## src/rtl/morse_pkg.sv

```systemverilog
// rtl/morse_pkg.sv - shared Morse keyer types, timing constants and pattern helper
package morse_pkg;

  typedef enum logic [2:0] {
    S_IDLE,
    S_LOAD,
    S_MARK,
    S_ELEM_GAP,
    S_CHAR_GAP,
    S_WORD_GAP
  } state_t;

  localparam int DOT_UNITS        = 1;
  localparam int DASH_UNITS       = 3;
  localparam int ELEM_GAP_UNITS   = 1;
  localparam int CHAR_GAP_UNITS   = 3;
  localparam int WORD_EXTRA_UNITS = 4;
  localparam int MAX_ELEMS        = 5;
  localparam logic [7:0] ASCII_SPACE = 8'h20;

  typedef struct packed {
    logic       valid;
    logic       is_space;
    logic [2:0] len;
    logic [4:0] pattern;
  } morse_code_t;

  // Table entries are written in send order (first element in bit len-1);
  // the keyer wants element i in bit i.
  function automatic logic [4:0] seq_to_pattern(input logic [2:0] len, input logic [4:0] seq);
    logic [4:0] rev;
    rev = {seq[0], seq[1], seq[2], seq[3], seq[4]};
    return rev >> (3'd5 - len);
  endfunction

endpackage

```

## src/rtl/morse_lut.sv

```systemverilog
// rtl/morse_lut.sv - combinational ASCII to Morse lookup with lowercase folding
module morse_lut
  import morse_pkg::*;
(
  input  logic [7:0]  i_char,
  output morse_code_t o_code
);

  logic [7:0] w_upper;
  logic [7:0] w_ls;

  assign w_upper = (i_char >= 8'h61 && i_char <= 8'h7A) ? (i_char - 8'h20) : i_char;

  // w_ls = {len, send-order sequence right aligned}; 1 = dash
  always_comb begin
    w_ls = 8'h00;
    case (w_upper)
      "A": w_ls = {3'd2, 5'b00001};
      "B": w_ls = {3'd4, 5'b01000};
      "C": w_ls = {3'd4, 5'b01010};
      "D": w_ls = {3'd3, 5'b00100};
      "E": w_ls = {3'd1, 5'b00000};
      "F": w_ls = {3'd4, 5'b00010};
      "G": w_ls = {3'd3, 5'b00110};
      "H": w_ls = {3'd4, 5'b00000};
      "I": w_ls = {3'd2, 5'b00000};
      "J": w_ls = {3'd4, 5'b00111};
      "K": w_ls = {3'd3, 5'b00101};
      "L": w_ls = {3'd4, 5'b00100};
      "M": w_ls = {3'd2, 5'b00011};
      "N": w_ls = {3'd2, 5'b00010};
      "O": w_ls = {3'd3, 5'b00111};
      "P": w_ls = {3'd4, 5'b00110};
      "Q": w_ls = {3'd4, 5'b01101};
      "R": w_ls = {3'd3, 5'b00010};
      "S": w_ls = {3'd3, 5'b00000};
      "T": w_ls = {3'd1, 5'b00001};
      "U": w_ls = {3'd3, 5'b00001};
      "V": w_ls = {3'd4, 5'b00001};
      "W": w_ls = {3'd3, 5'b00011};
      "X": w_ls = {3'd4, 5'b01001};
      "Y": w_ls = {3'd4, 5'b01011};
      "Z": w_ls = {3'd4, 5'b01100};
      "0": w_ls = {3'd5, 5'b11111};
      "1": w_ls = {3'd5, 5'b01111};
      "2": w_ls = {3'd5, 5'b00111};
      "3": w_ls = {3'd5, 5'b00011};
      "4": w_ls = {3'd5, 5'b00001};
      "5": w_ls = {3'd5, 5'b00000};
      "6": w_ls = {3'd5, 5'b10000};
      "7": w_ls = {3'd5, 5'b11000};
      "8": w_ls = {3'd5, 5'b11100};
      "9": w_ls = {3'd5, 5'b11110};
      default: w_ls = 8'h00;
    endcase
  end

  assign o_code.valid    = (w_ls[7:5] != 3'd0);
  assign o_code.is_space = (i_char == ASCII_SPACE);
  assign o_code.len      = w_ls[7:5];
  assign o_code.pattern  = seq_to_pattern(w_ls[7:5], w_ls[4:0]);

endmodule

```

## src/rtl/morse_tx_keyer.sv

```systemverilog
// rtl/morse_tx_keyer.sv - pops ASCII from the input FIFO and keys it out as Morse
module morse_tx_keyer
  import morse_pkg::*;
#(
  parameter int UNIT_CYCLES = 4,
  parameter int DATA_WIDTH  = 8
) (
  input  logic                  clk,
  input  logic                  rst_n,
  input  logic                  enable,
  input  logic                  fifo_empty,
  output logic                  fifo_pop,
  input  logic [DATA_WIDTH-1:0] fifo_data,
  output logic                  key_out,
  output logic                  busy,
  output logic                  char_done,
  output logic                  bad_char
);

  localparam int CW = $clog2(UNIT_CYCLES);

  state_t      r_state;
  state_t      w_next_state;
  logic [CW-1:0] r_cyc_cnt;
  logic [1:0]  r_unit_cnt;
  logic [2:0]  r_len;
  logic [4:0]  r_pattern;
  logic [2:0]  r_elem_idx;
  logic        r_key;

  morse_code_t w_code;
  logic        w_last_cycle;
  logic        w_more_elems;
  logic        w_next_dash;
  logic [4:0]  w_next_shift;
  logic [1:0]  w_next_units;
  logic        w_timed;

  morse_lut u_lut (
    .i_char (fifo_data[7:0]),
    .o_code (w_code)
  );

  assign w_last_cycle = (r_cyc_cnt == CW'(UNIT_CYCLES - 1)) && (r_unit_cnt == 2'd0);
  assign w_more_elems = (r_elem_idx + 3'd1) < r_len;
  assign w_next_shift = r_pattern >> (r_elem_idx + 3'd1);
  assign w_next_dash  = (r_state == S_LOAD) ? w_code.pattern[0] : w_next_shift[0];
  assign w_timed      = (r_state != S_IDLE) && (r_state != S_LOAD);

  always_ff @(posedge clk or negedge rst_n) begin
    if (!rst_n) r_state <= S_IDLE;
    else        r_state <= w_next_state;
  end

  always_comb begin
    w_next_state = r_state;
    case (r_state)
      S_IDLE:     if (enable && !fifo_empty) w_next_state = S_LOAD;
      S_LOAD: begin
        if (w_code.valid)         w_next_state = S_MARK;
        else if (w_code.is_space) w_next_state = S_WORD_GAP;
        else                      w_next_state = S_IDLE;
      end
      S_MARK:     if (w_last_cycle) w_next_state = w_more_elems ? S_ELEM_GAP : S_CHAR_GAP;
      S_ELEM_GAP: if (w_last_cycle) w_next_state = S_MARK;
      S_CHAR_GAP: if (w_last_cycle) w_next_state = S_IDLE;
      S_WORD_GAP: if (w_last_cycle) w_next_state = S_IDLE;
      default:    w_next_state = S_IDLE;
    endcase
  end

  always_comb begin
    fifo_pop  = (r_state == S_IDLE) && enable && !fifo_empty;
    busy      = (r_state != S_IDLE);
    bad_char  = (r_state == S_LOAD) && !w_code.valid && !w_code.is_space;
    char_done = bad_char ||
                (((r_state == S_CHAR_GAP) || (r_state == S_WORD_GAP)) && w_last_cycle);
    key_out   = r_key;
  end

  // Counters hold units-1 so a 4-unit word gap still fits in two bits.
  always_comb begin
    w_next_units = 2'd0;
    case (w_next_state)
      S_MARK:     w_next_units = w_next_dash ? 2'(DASH_UNITS - 1) : 2'(DOT_UNITS - 1);
      S_ELEM_GAP: w_next_units = 2'(ELEM_GAP_UNITS - 1);
      S_CHAR_GAP: w_next_units = 2'(CHAR_GAP_UNITS - 1);
      S_WORD_GAP: w_next_units = 2'(WORD_EXTRA_UNITS - 1);
      default:    w_next_units = 2'd0;
    endcase
  end

  always_ff @(posedge clk or negedge rst_n) begin
    if (!rst_n) begin
      r_cyc_cnt  <= '0;
      r_unit_cnt <= '0;
      r_len      <= '0;
      r_pattern  <= '0;
      r_elem_idx <= '0;
      r_key      <= 1'b0;
    end else begin
      r_key <= (w_next_state == S_MARK);
      if (w_next_state != r_state) begin
        r_cyc_cnt  <= '0;
        r_unit_cnt <= w_next_units;
      end else if (w_timed) begin
        if (r_cyc_cnt == CW'(UNIT_CYCLES - 1)) begin
          r_cyc_cnt  <= '0;
          r_unit_cnt <= r_unit_cnt - 2'd1;
        end else begin
          r_cyc_cnt <= r_cyc_cnt + CW'(1);
        end
      end
      if (r_state == S_LOAD && w_code.valid) begin
        r_len      <= w_code.len;
        r_pattern  <= w_code.pattern;
        r_elem_idx <= '0;
      end else if (r_state == S_ELEM_GAP && w_next_state == S_MARK) begin
        r_elem_idx <= r_elem_idx + 3'd1;
      end
    end
  end

endmodule
```

## config.mk

```make
export PLATFORM = sky130hd
export DESIGN_NAME = morse_tx_keyer
export DESIGN_NICKNAME = d
export VERILOG_FILES = /design/src/rtl/morse_pkg.sv /design/src/rtl/morse_lut.sv /design/src/rtl/morse_tx_keyer.sv
export SDC_FILE = /design/constraint.sdc
export NUM_CORES = 1
export LEC_CHECK = 0
export ABC_AREA = 1
export BUFFER_PORTS_ARGS = -buffer_cell sky130_fd_sc_hd__buf_2
export CAP_MARGIN = 20
export CORE_MARGIN = 10
export CORE_UTILIZATION = 54
export CTS_CLUSTER_DIAMETER = 80
export DETAILED_ROUTE_END_ITERATION = 8
export PLACE_DENSITY = 0.76
export SLEW_MARGIN = 20
export SYNTH_ARGS = -nofsm -noshare
export SYNTH_HDL_FRONTEND = slang
export SYNTH_SLANG_ARGS = --single-unit
```

## constraint.sdc

```tcl
create_clock -name clk -period 2.28 [get_ports clk]
set_input_delay 0.114 -clock clk [delete_from_list [all_inputs] [get_ports clk]]
set_output_delay 0.114 -clock clk [all_outputs]
set_load 0.05 [all_outputs]
```

==> metrics <==
status finished with violations; failing checks negative setup slack; number of H-tree levels 1; Worst Path Required about 2500 ps; DP Area 2350 um2; Core Box Area ~3400 um2; Power Total ~2.2 mW; most common cell after layout, fill and taps aside nand2_1; ant diodes 0; Post-synth EDFFs 0; RSZ-0062 raised after global routing yes; WL per Instance ~14 um; CP most frequent cell nand3_1; Slew Limit Headroom between 60% and 70%; commonest non-fill, non-tap cells in the layout 74 x nand2_1, 37 x buf_4, 35 x inv_1; final hold viol count 0; setup tns final -316 ps; Crit path max-delay family simple AND/OR/NAND/NOR gates; clock tree sinks 19; vias about 2200; multi-input logic area about 1400 um2; min Tclk post-route ~2400 ps; Max Clock Freq ~0.42 GHz; ys flop type dfrtp_1; routability cong. around 0.92; CTS tree built; design area ~2500 um2; number of global-route vias before repair about 2000; first-pass GRT wire length between 9000 and 10000 um; sequential fraction of the synthesis area roughly a quarter; die area around 6400 um2; Synth warnings 0; Syn Area/Cell ~6.4 um2; share of cells above drive strength 1 around 28%; port bufs 16; Finished Core Util between 70% and 80%; largest net degree at the start of global routing 20; initial drt markers ~130; synthesis-to-layout area growth 28.1%; min-delay worst type in -> async; max incr delay on CP ~430 ps; DR pass1 iterations 4; Cell Area, Synth approximately 1900 um2; Inst Count DP ~390; Fill cells between 200 and 300; WP buf/inv 1; die width ~80 um; Async S/R FF share, synth 100%; Max VDD drop roughly 0.57 mV; Via density 5.38; crit path kind reg -> reg; leakage between 1 and 1.5 nW; NumNets Final about 380; Synth Register Bits 19; crit-path cells ha_2 -> xnor2_2 -> inv_2 -> ha_4 -> a21o_1 -> a31oi_4 -> nor2_4 -> nor3_2 -> o31ai_2 -> nor2_2 -> nand3_1 -> nand3_1 -> nand2_1; Die Height approximately 80 um; Root Buffer clkbuf_4; final setup margin -109 ps; P per Cell Area 887 nW/um2; Worst Tran Pin Value approximately 470 ps; post-route ant nets 0; WP data arrival approximately 2600 ps; Final Setup Violations 7; Mapped Nets about 330; WL final 5620 um; final std cells w/o fill between 400 and 500; # DRC 0; cells after synthesis ~300; Site Rows 21; GRT Total Usage between 15 and 20%; Worst-Skew Late Latency approximately 300 ps; Worst path slowest cell dfrtp_1; Unique masters post-synth 35; final worst-path cycle share 105%; Final Skew approximately 3.7 ps; Final Max Tran Viols 0; GRT overflow 0; CP endpoint kind flip-flop; Critical Path Start Type flip-flop; DPL Wire Length around 4400 um; initial antenna violation count 0; Max Buffers Root-to-Sink 2; number of max-cap violations 0; starting density of the core 56.8%; IO Pins 17; CTS Buf Count 3; CP Max Fanout 3; Reg clk slew, reported paths ~120 ps; sequential cell area around 480 um2
per-layer routing:
| layer | share of wire [%] | up-vias | global-route usage [%] |
|---|---|---|---|
| li1 | - | 1105 | - |
| met1 | 45 | 967 | 22.7 |
| met2 | 47 | 78 | 28.0 |
| met3 | 5.6 | 9 | 2.93 |
| met4 | 1.9 | 0 | 4.93 |
| met5 | 0 | - | 0 |
sequential cells by signal, summed over array words and instances (netlist names):
name	flops
r_pattern	5
r_state	3
key_out	1
r_elem_idx	3
r_unit_cnt	2
r_len	3
r_cyc_cnt	2
worst paths after layout:
| kind | slack [ps] | endpoint | startpoint | depth (start not counted) |
|---|---|---|---|---|
| hold reg to reg | 500 | r_len[2] | r_len[2] | 2 |
| setup reg to reg | -110 | r_unit_cnt[1] | r_elem_idx[0] | 13 |
| min in group clk | 360 | r_state[0] | enable | 4 |
| setup / recovery | -110 | r_unit_cnt[1] | r_elem_idx[0] | 13 |
| max in group asynchronous | 1690 | r_unit_cnt[0] | rst_n | 2 |
| hold / removal | 280 | r_pattern[1] | rst_n | 2 |
metrics by stage:
step           setup WS, ps  hold WS, ps
6_report               -109          277
5_1_grt                -180          297
4_1_cts               -48.6          274
3_5_place_dp          -95.9         84.8
3_3_place_gp          -43.0         78.2
2_1_floorplan          38.1         -182
logic make-up after synthesis:
logic type / Yosys count / synth area share [%]
buffers and inverters: 45 / 9.48
adders and majority gates: 13 / 8.38
xor gates and xnor gates: 3 / 1.35
and+or+nand+nor: 164 / 38.0
DFF: 19 / 24.5
AOI/OAI and AO/OA: 57 / 18.3
synth_stat cells (2+ instances only):
cell type / n / area share (%)
nand2_1: 77 / 15
inv_2: 4 / 0.77
nor3_1: 3 / 0.77
o21ai_1: 2 / 0.52
nand3_1: 31 / 8.0
o22ai_1: 2 / 0.64
dfrtp_1: 19 / 25
inv_1: 36 / 7.0
nor2_1: 34 / 6.6
xor2_1: 2 / 0.90
nor2_2: 3 / 0.97
a21oi_4: 2 / 1.7
nand4_1: 4 / 1.3
o21ai_0: 19 / 4.9
o31ai_1: 3 / 1.2
nand2_2: 4 / 1.3
a211oi_1: 2 / 0.77
a21oi_1: 17 / 4.4
o211ai_1: 3 / 1.2
nand3_2: 5 / 2.6
ha_1: 13 / 8.4
buf_2: 3 / 0.77
area by class of cell:
type,instances,share of cell area (%)
timing repair buffer,55,15.3
tap,46,2.32
multi-input combinational,237,56.1
inverter,40,6.04
clock inverter,1,0.201
clock buffer,3,0.906
sequential,19,19.1
where the power goes:
group,leakage [nW],internal (mW),switching (mW)
clock network,0.0177,0.0655,0.114
registers,0.248,0.454,0.0814
logic,1.02,0.589,0.902
repair_timing:
action                                 in CTS  in global routing
hold buffers                                1                  0
buffers inserted                            0                  2
endpoints found under the hold margin      19                  0
setup endpoints to repair                   7                  9
gates resized for setup                     7                 12
pin swaps                                   3                  8
Note: power is estimated with default switching activity, not from simulation.
